## config.mk

```make
export PLATFORM = sky130hd
export DESIGN_NAME = uart_rx
export DESIGN_NICKNAME = d
export VERILOG_FILES = /design/src/rtl/uart_rx_pkg.sv /design/src/rtl/uart_rx.sv
export SDC_FILE = /design/constraint.sdc
export NUM_CORES = 1
export LEC_CHECK = 0
export BUFFER_PORTS_ARGS = -buffer_cell sky130_fd_sc_hd__buf_2
export CORE_UTILIZATION = 40
export DETAILED_ROUTE_END_ITERATION = 8
export PLACE_DENSITY_LB_ADDON = 0.12
export SYNTH_ARGS = -nofsm -noshare
export SYNTH_HDL_FRONTEND = slang
export SYNTH_SLANG_ARGS = --single-unit
```

## constraint.sdc

```tcl
create_clock -name clk -period 4.3 [get_ports clk]
set_clock_uncertainty 0.05 [all_clocks]
set_input_delay 0.215 -clock clk [delete_from_list [all_inputs] [get_ports clk]]
set_output_delay 0.215 -clock clk [all_outputs]
set_load 0.05 [all_outputs]
```

## src/rtl/uart_rx_pkg.sv

```systemverilog
// ---------------------------------------------------------------------------
// uart_rx_pkg
//
// Shared definitions for the UART receive path: default frame geometry
// (data bits, oversampling ratio, stop-bit sample length), the receiver
// state encoding, and a small helper that sizes counters.
//
// Contents:
//   RX_DBIT      default number of data bits per frame (8)
//   RX_SB_TICK   default s_tick count spent on the stop bit (16 = 1 stop bit)
//   RX_OVS       default s_ticks per bit period (16)
//   rx_state_t   2-bit receiver state encoding (IDLE/START/DATA/STOP)
//   cnt_width()  number of bits needed to count 0..n-1 (at least 1)
// ---------------------------------------------------------------------------
package uart_rx_pkg;

    localparam int RX_DBIT    = 8;
    localparam int RX_SB_TICK = 16;
    localparam int RX_OVS     = 16;

    // The encoding is fixed so the transmitter side can share the same
    // numbering when states are compared across the two blocks.
    typedef enum logic [1:0] {
        IDLE  = 2'd0,
        START = 2'd1,
        DATA  = 2'd2,
        STOP  = 2'd3
    } rx_state_t;

    // Width of a counter that must hold the values 0..n-1.
    function automatic int cnt_width(input int n);
        return (n <= 2) ? 1 : $clog2(n);
    endfunction

endpackage

```

## src/rtl/uart_rx.sv

```systemverilog
// ---------------------------------------------------------------------------
// uart_rx
//
// Serial UART receiver for the debug unit. The asynchronous rx line is
// brought into the clk domain through a two-flop synchronizer, oversampled
// with the shared baud tick (s_tick) and deframed as 8N1, LSB first. Each
// byte whose stop bit samples high is presented on dout together with a
// one-clock rx_done_tick; a low stop bit produces a one-clock frame_err
// instead and leaves dout untouched.
//
// Parameters:
//   DBIT      data bits per frame
//   SB_TICK   s_ticks spent sampling the stop bit (16 = one stop bit)
//   OVS       s_ticks per bit period; must be even and at least 4
//
// Ports:
//   clk           in   1     system clock, sole clock domain
//   reset         in   1     synchronous, active-high reset
//   rx            in   1     asynchronous serial line, idle high
//   s_tick        in   1     enable pulse at OVS x baud from the baud generator
//   dout          out  DBIT  last correctly framed byte, held until the next one
//   rx_done_tick  out  1     one-clock strobe, same cycle dout updates
//   frame_err     out  1     one-clock strobe when the stop bit samples low
// ---------------------------------------------------------------------------
module uart_rx
    import uart_rx_pkg::*;
#(
    parameter int DBIT    = RX_DBIT,
    parameter int SB_TICK = RX_SB_TICK,
    parameter int OVS     = RX_OVS
) (
    input  logic            clk,
    input  logic            reset,
    input  logic            rx,
    input  logic            s_tick,
    output logic [DBIT-1:0] dout,
    output logic            rx_done_tick,
    output logic            frame_err
);

    // The tick counter has to reach both OVS-1 (data bits) and SB_TICK-1
    // (stop bit), so it is sized for the larger of the two.
    localparam int S_W = cnt_width((OVS > SB_TICK) ? OVS : SB_TICK);
    localparam int N_W = cnt_width(DBIT);

    // Terminal counts, pre-cast to counter width so every compare is
    // width-exact.
    localparam logic [S_W-1:0] S_MID  = S_W'(OVS / 2 - 1);
    localparam logic [S_W-1:0] S_BIT  = S_W'(OVS - 1);
    localparam logic [S_W-1:0] S_STOP = S_W'(SB_TICK - 1);
    localparam logic [N_W-1:0] N_LAST = N_W'(DBIT - 1);

    rx_state_t        state;
    logic [S_W-1:0]   s;
    logic [N_W-1:0]   n;
    logic [DBIT-1:0]  shreg;
    logic             rx_meta;
    logic             rx_s;

    // Everything lives in one clocked block: the synchronizer flops, the
    // receiver state machine, its counters and the registered outputs.
    //
    // The synchronizer resets to 1 so a line that is low while reset is
    // released is seen as a fresh falling edge two clocks later rather than
    // as a frame already in progress.
    //
    // The strobes default low every clock and are only set on the single
    // clock that leaves STOP. Because STOP is left on that same clock, a
    // wide s_tick cannot re-trigger them: IDLE ignores s_tick entirely.
    //
    // IDLE watches rx_s on every clock, not only on ticks, so a start bit
    // that follows a stop bit with no gap is picked up immediately.
    //
    // START counts half a bit and then re-checks the line; a line that has
    // already gone high again is treated as noise and dropped silently.
    // After that, counting a full bit period per data bit lands each sample
    // in the middle of its bit, and the stop bit is sampled SB_TICK ticks
    // after the last data sample.
    always_ff @(posedge clk) begin
        if (reset) begin
            rx_meta      <= 1'b1;
            rx_s         <= 1'b1;
            state        <= IDLE;
            s            <= '0;
            n            <= '0;
            shreg        <= '0;
            dout         <= '0;
            rx_done_tick <= 1'b0;
            frame_err    <= 1'b0;
        end else begin
            rx_meta      <= rx;
            rx_s         <= rx_meta;
            rx_done_tick <= 1'b0;
            frame_err    <= 1'b0;

            unique case (state)
                IDLE: begin
                    if (!rx_s) begin
                        state <= START;
                        s     <= '0;
                    end
                end

                START: begin
                    if (s_tick) begin
                        if (s == S_MID) begin
                            if (!rx_s) begin
                                state <= DATA;
                                s     <= '0;
                                n     <= '0;
                            end else begin
                                state <= IDLE;
                            end
                        end else begin
                            s <= s + 1'b1;
                        end
                    end
                end

                DATA: begin
                    if (s_tick) begin
                        if (s == S_BIT) begin
                            s     <= '0;
                            shreg <= {rx_s, shreg[DBIT-1:1]};
                            if (n == N_LAST) begin
                                state <= STOP;
                            end else begin
                                n <= n + 1'b1;
                            end
                        end else begin
                            s <= s + 1'b1;
                        end
                    end
                end

                STOP: begin
                    if (s_tick) begin
                        if (s == S_STOP) begin
                            state <= IDLE;
                            if (rx_s) begin
                                dout         <= shreg;
                                rx_done_tick <= 1'b1;
                            end else begin
                                frame_err    <= 1'b1;
                            end
                        end else begin
                            s <= s + 1'b1;
                        end
                    end
                end

                default: begin
                    state <= IDLE;
                end
            endcase
        end
    end

endmodule
```

==> Word-level counts from Yosys, hierarchy flattened <==
Index checks and enable logic that the tools add are counted.
Widths: inputs -> output; s select.
{ "word_totals": {"output_inout_bits": 10, "inputBits": 4, "reg_bits": 29, "word_cells": 66} }
{ "classes": {"n_reduce_logical": 8, "n_mux": 27, "addsub": 2, "eq_ne": 17, "bitwise": 3} }
{ "op_table": {"columns": ["op", "count"], "rows": [
  ["$mux 4", 7],
  ["$ne 2x2->1 const B", 11],
  ["$mux 2", 9],
  ["$mux 3", 6],
  ["$pmux 4 s4", 1],
  ["$pmux 2 s4", 1],
  ["$reduce_and 4->1", 2],
  ["$reduce_and 8->1", 1],
  ["$reduce_and 7->1", 1],
  ["$pmux 3 s2", 1],
  ["$add 4x1->4 const B", 1],
  ["$eq 2x2->1 const B", 2],
  ["$eq 4x3->1 const B", 1],
  ["$eq 4x4->1 const B", 1],
  ["$reduce_or 4->1", 1],
  ["$add 3x1->3 const B", 1],
  ["$eq 3x3->1 const B", 1],
  ["$not 1->1", 3],
  ["$reduce_and 3->1", 1],
  ["$eq 2x1->1 const B", 1],
  ["$logic_not 2->1", 1],
  ["$mux 1", 2],
  ["$reduce_bool 2->1", 1]
]} }

==> Longest topological paths before layout <==
{ "depth": {"ltp_word": 5, "depth_mapped": 6, "mapped_depth_nobuf": 5} }

==> Least setup slack after synthesis <==
OpenSTA, ideal clock, no wires.
{ "synth_path": {"path_type": "reg2reg", "from": "register s[0]", "to": "register shreg[0]", "arrival_time_ps": 1333, "setup_ps": 128, "synth_period_minus_slack_ps": 1511, "path_buffers": 1, "required_time_ps": 4122, "stages_incl_launch_ff": 7, "setup_slack_ps": 2789, "cell_sequence": "dfxtp_1 > ha_1 > and4_4 > and3_4 > buf_12 > mux2i_1 > nor2_1"} }
{ "synth_via": {"elab_chain_len": 2} }
{ "synth_rtl": {"columns": ["element", "line_no", "text"], "rows": [
  ["start, declared", "uart_rx.sv:54", "logic [S_W-1:0] s;"],
  ["start signal, assigned", "uart_rx.sv:115", "s <= s + 1'b1;"],
  ["start signal, assigned", "uart_rx.sv:131", "s <= s + 1'b1;"],
  ["start signal, assigned", "uart_rx.sv:147", "s <= s + 1'b1;"],
  ["$eq 4x4->1", "uart_rx.sv:122", "if (s == S_BIT) begin"],
  ["$reduce_and 3->1 (no source line)", null, null],
  ["end signal, assigned", "uart_rx.sv:124", "shreg <= {rx_s, shreg[DBIT-1:1]};"],
  ["end, declared", "uart_rx.sv:56", "logic [DBIT-1:0] shreg;"]
]} }
Every way passes these cells.
A chain may end at the register's enable or synchronous reset.

==> results_dict.tcl <==
set metrics [dict create \
    status "complete, no violations" \
    die_area_mm2 0.00356 \
    ant_nets 0 \
    slowest_delay_ns 0.58 \
    start_util_pct 42.8 \
    crit_buf_inv 0 \
    wire_per_inst_um 10.9 \
    grtUsageMet2_pct 19.6 \
    groute.usage.overall_pct 14.0 \
    synth_commonest_cells "dfxtp_1, nor2_1, mux2i_1" \
    critPathKind "reg2reg" \
    fin_cells 189 \
    grtUsageMet3_pct 7.86 \
    yosysWarnings 0 \
    ys_ff_latch 29 \
    io_pins 14 \
    cp_max_fo 12 \
    clkTransAtPathRegs_ns 0.09 \
    async_flop_share_pct 0 \
    port-buffer-count 13 \
    min_from "s_tick" \
    arrival_ns 1.86 \
    drt_iter0_markers 35 \
    syn_to_final_growth_pct 8.29 \
    drcViolationCount 0 \
    nets 151 \
    period_needed_ns 1.70 \
    totalPowerFinal_w 0.000473 \
    numCtsBuffers 5 \
    fin_ws_ns 2.60 \
    die_x_um 59.6 \
    num_rows 20 \
    postLayoutCellArea_mm2 0.00144 \
    synth_nets 138 \
    firstDrtPassIters 6 \
    required_ns 4.46 \
    min_period_over_period_pct 39.5 \
    use_met1_pct 17.9 \
    max_slew.worst_pin.slew_ns 0.539 \
    synth_area_leaders "dfxtp_1, mux2i_1, nor2_1" \
    cts_tree "done" \
    synth_flop_cell "dfxtp_1" \
    timing.slew.headroom_pct 64.0 \
    cap_viol_max_count 0 \
    grt_antenna_before_repair 0 \
    via_count 938 \
    synth_edf_count 0 \
    rsz0062_at_grt "false" \
    start_kind "flop" \
    setup-violations-final 0 \
    yosysUniqueCellTypes 40 \
    drive_gt1_share_pct 21.4 \
    gp_congestion 0.813 \
    n_antenna_cell 0 \
    fmax_mhz 588 \
    hold_class "in2reg" \
    drt_wl_total_mm 2.07 \
    placed_cell_area_mm2 0.00136 \
    cp_cell_sequence "or2b_1 > o2bb2ai_1 > and3_4 > mux2_4" \
    clk-insertion-delay-late_ns 0.31 \
    die-height_um 59.6 \
    cts_setup_buffers 0 \
    setup_tns_ns 0 \
    syn-cell-area_mm2 0.00133 \
    end_kind "flop" \
    synth_top_area_share_pct 43.7 \
    vias_per_cell 4.96 \
    grt_max_degree 34 \
    synth_top_area_cell "dfxtp_1" \
    crit_slowest_cell "dfxtp_1" \
    maxSlewViolCount 0 \
    grt.busiest_layer "met2" \
    vdd_ir_drop_max_v 0.000199 \
    hold_viol 0 \
    dpl.hpwl_mm 1.38 \
    cts_hold_buffers 0 \
    synth_cells 131 \
    grt_pass1_wl_mm 3.55 \
    leakage_nw 0.606 \
    cts-root-buf "clkbuf_4" \
    grt_pass1_vias 799 \
    clk_path_buf_depth 2 \
    crit_family "flip-flops" \
    cts.repair.resized 0 \
    synth-seq-area-share_pct 43.7 \
    clock-sinks 29 \
    h-tree-depth 2 \
    synth_most_common_cell "dfxtp_1" \
    core_area_mm2 0.00310 \
    dp_cells 180 \
    grt_overflow 0 \
    powerDensity_mw_per_mm2 329 \
    syn_avg_cell_area_um2 10.1 \
    pre_cts_ws_ns 2.62 \
]
==> state kept, by name (all words and copies together) (netlist names), named ones only <==
signal and count:
dout 8, shreg 8, s 4, n 3, frame_err 1, rx_done_tick 1
rx_meta 1, rx_s 1, state 1
==> tightest hold or removal path, cell delays in order <==
cell and delay [ns]:
buf_2 0.13, o221a_2 0.15, o21ai_0 0.07, a21oi_1 0.06
==> where the power goes <==
group          leakage [nW]  internal, W  switching (W)  total (W)
combinational         0.331   0.00000658     0.00000882  0.0000154
clock                0.0413    0.0000947      0.0000896   0.000184
sequential            0.234     0.000270     0.00000340   0.000274
==> cell type report <==
class / count / area, um2
fillers: 316 / 1660
multi-input cells: 92 / 651
flip-flops and latches: 29 / 581
repair buffers: 14 / 75.1
clock buffers: 7 / 65.1
well taps: 44 / 55.1
inverters: 2 / 7.51
clock inverters: 1 / 5.00
==> cells by family after synthesis <==
family                   after synthesis  synth area share (%)
AND/OR/NAND/NOR                       50                  20.4
flip-flops                            29                  43.7
multiplexers                          21                  16.3
AO/OA/AOI/OAI                         15                  7.44
buffers and inverters                 10                  7.34
XOR/XNOR                               3                  1.98
adder cells (fa/ha/maj)                3                  2.83
==> placed cells by master, fill, tap and decap left out, types with 2 or more instances in the layout <==
cell / instances
dfxtp_1: 29
nor2_1: 22
mux2i_1: 19
buf_2: 13
nand2_1: 5
clkbuf_4: 5
nand2b_1: 4
nor3_1: 4
o21ai_0: 4
ha_1: 3
xor2_1: 2
o21ai_1: 2
and3_4: 2
inv_1: 2
nand3_1: 2
a21oi_1: 2
or2_2: 2
clkbuf_8: 2
==> through the flow <==
stage	hold WS (ns)	utilization [%]
6_report	0.310	46.4
5_1_grt	0.289	46.4
4_1_cts	0.0152	46.0
3_5_place_dp	0.346	43.8
3_3_place_gp	0.343	43.8
2_1_floorplan	0.269	-
==> routing by layer <==
| layer | vias up | share of wire, % |
|---|---|---|
| li1 | 489 | - |
| met5 | - | 0 |
| met1 | 427 | 54 |
| met2 | 18 | 41 |
| met4 | 0 | 0.87 |
| met3 | 4 | 4.4 |
==> path summary, 6_finish.rpt <==
check | to | slack [ns] | depth (start not counted)
max | n[0] | 2.60 | 4
min | s[3] | 0.31 | 4
max reg2reg | n[0] | 2.60 | 4
min reg2reg | rx_s | 0.37 | 1
Note: power is estimated with default switching activity, not from simulation.
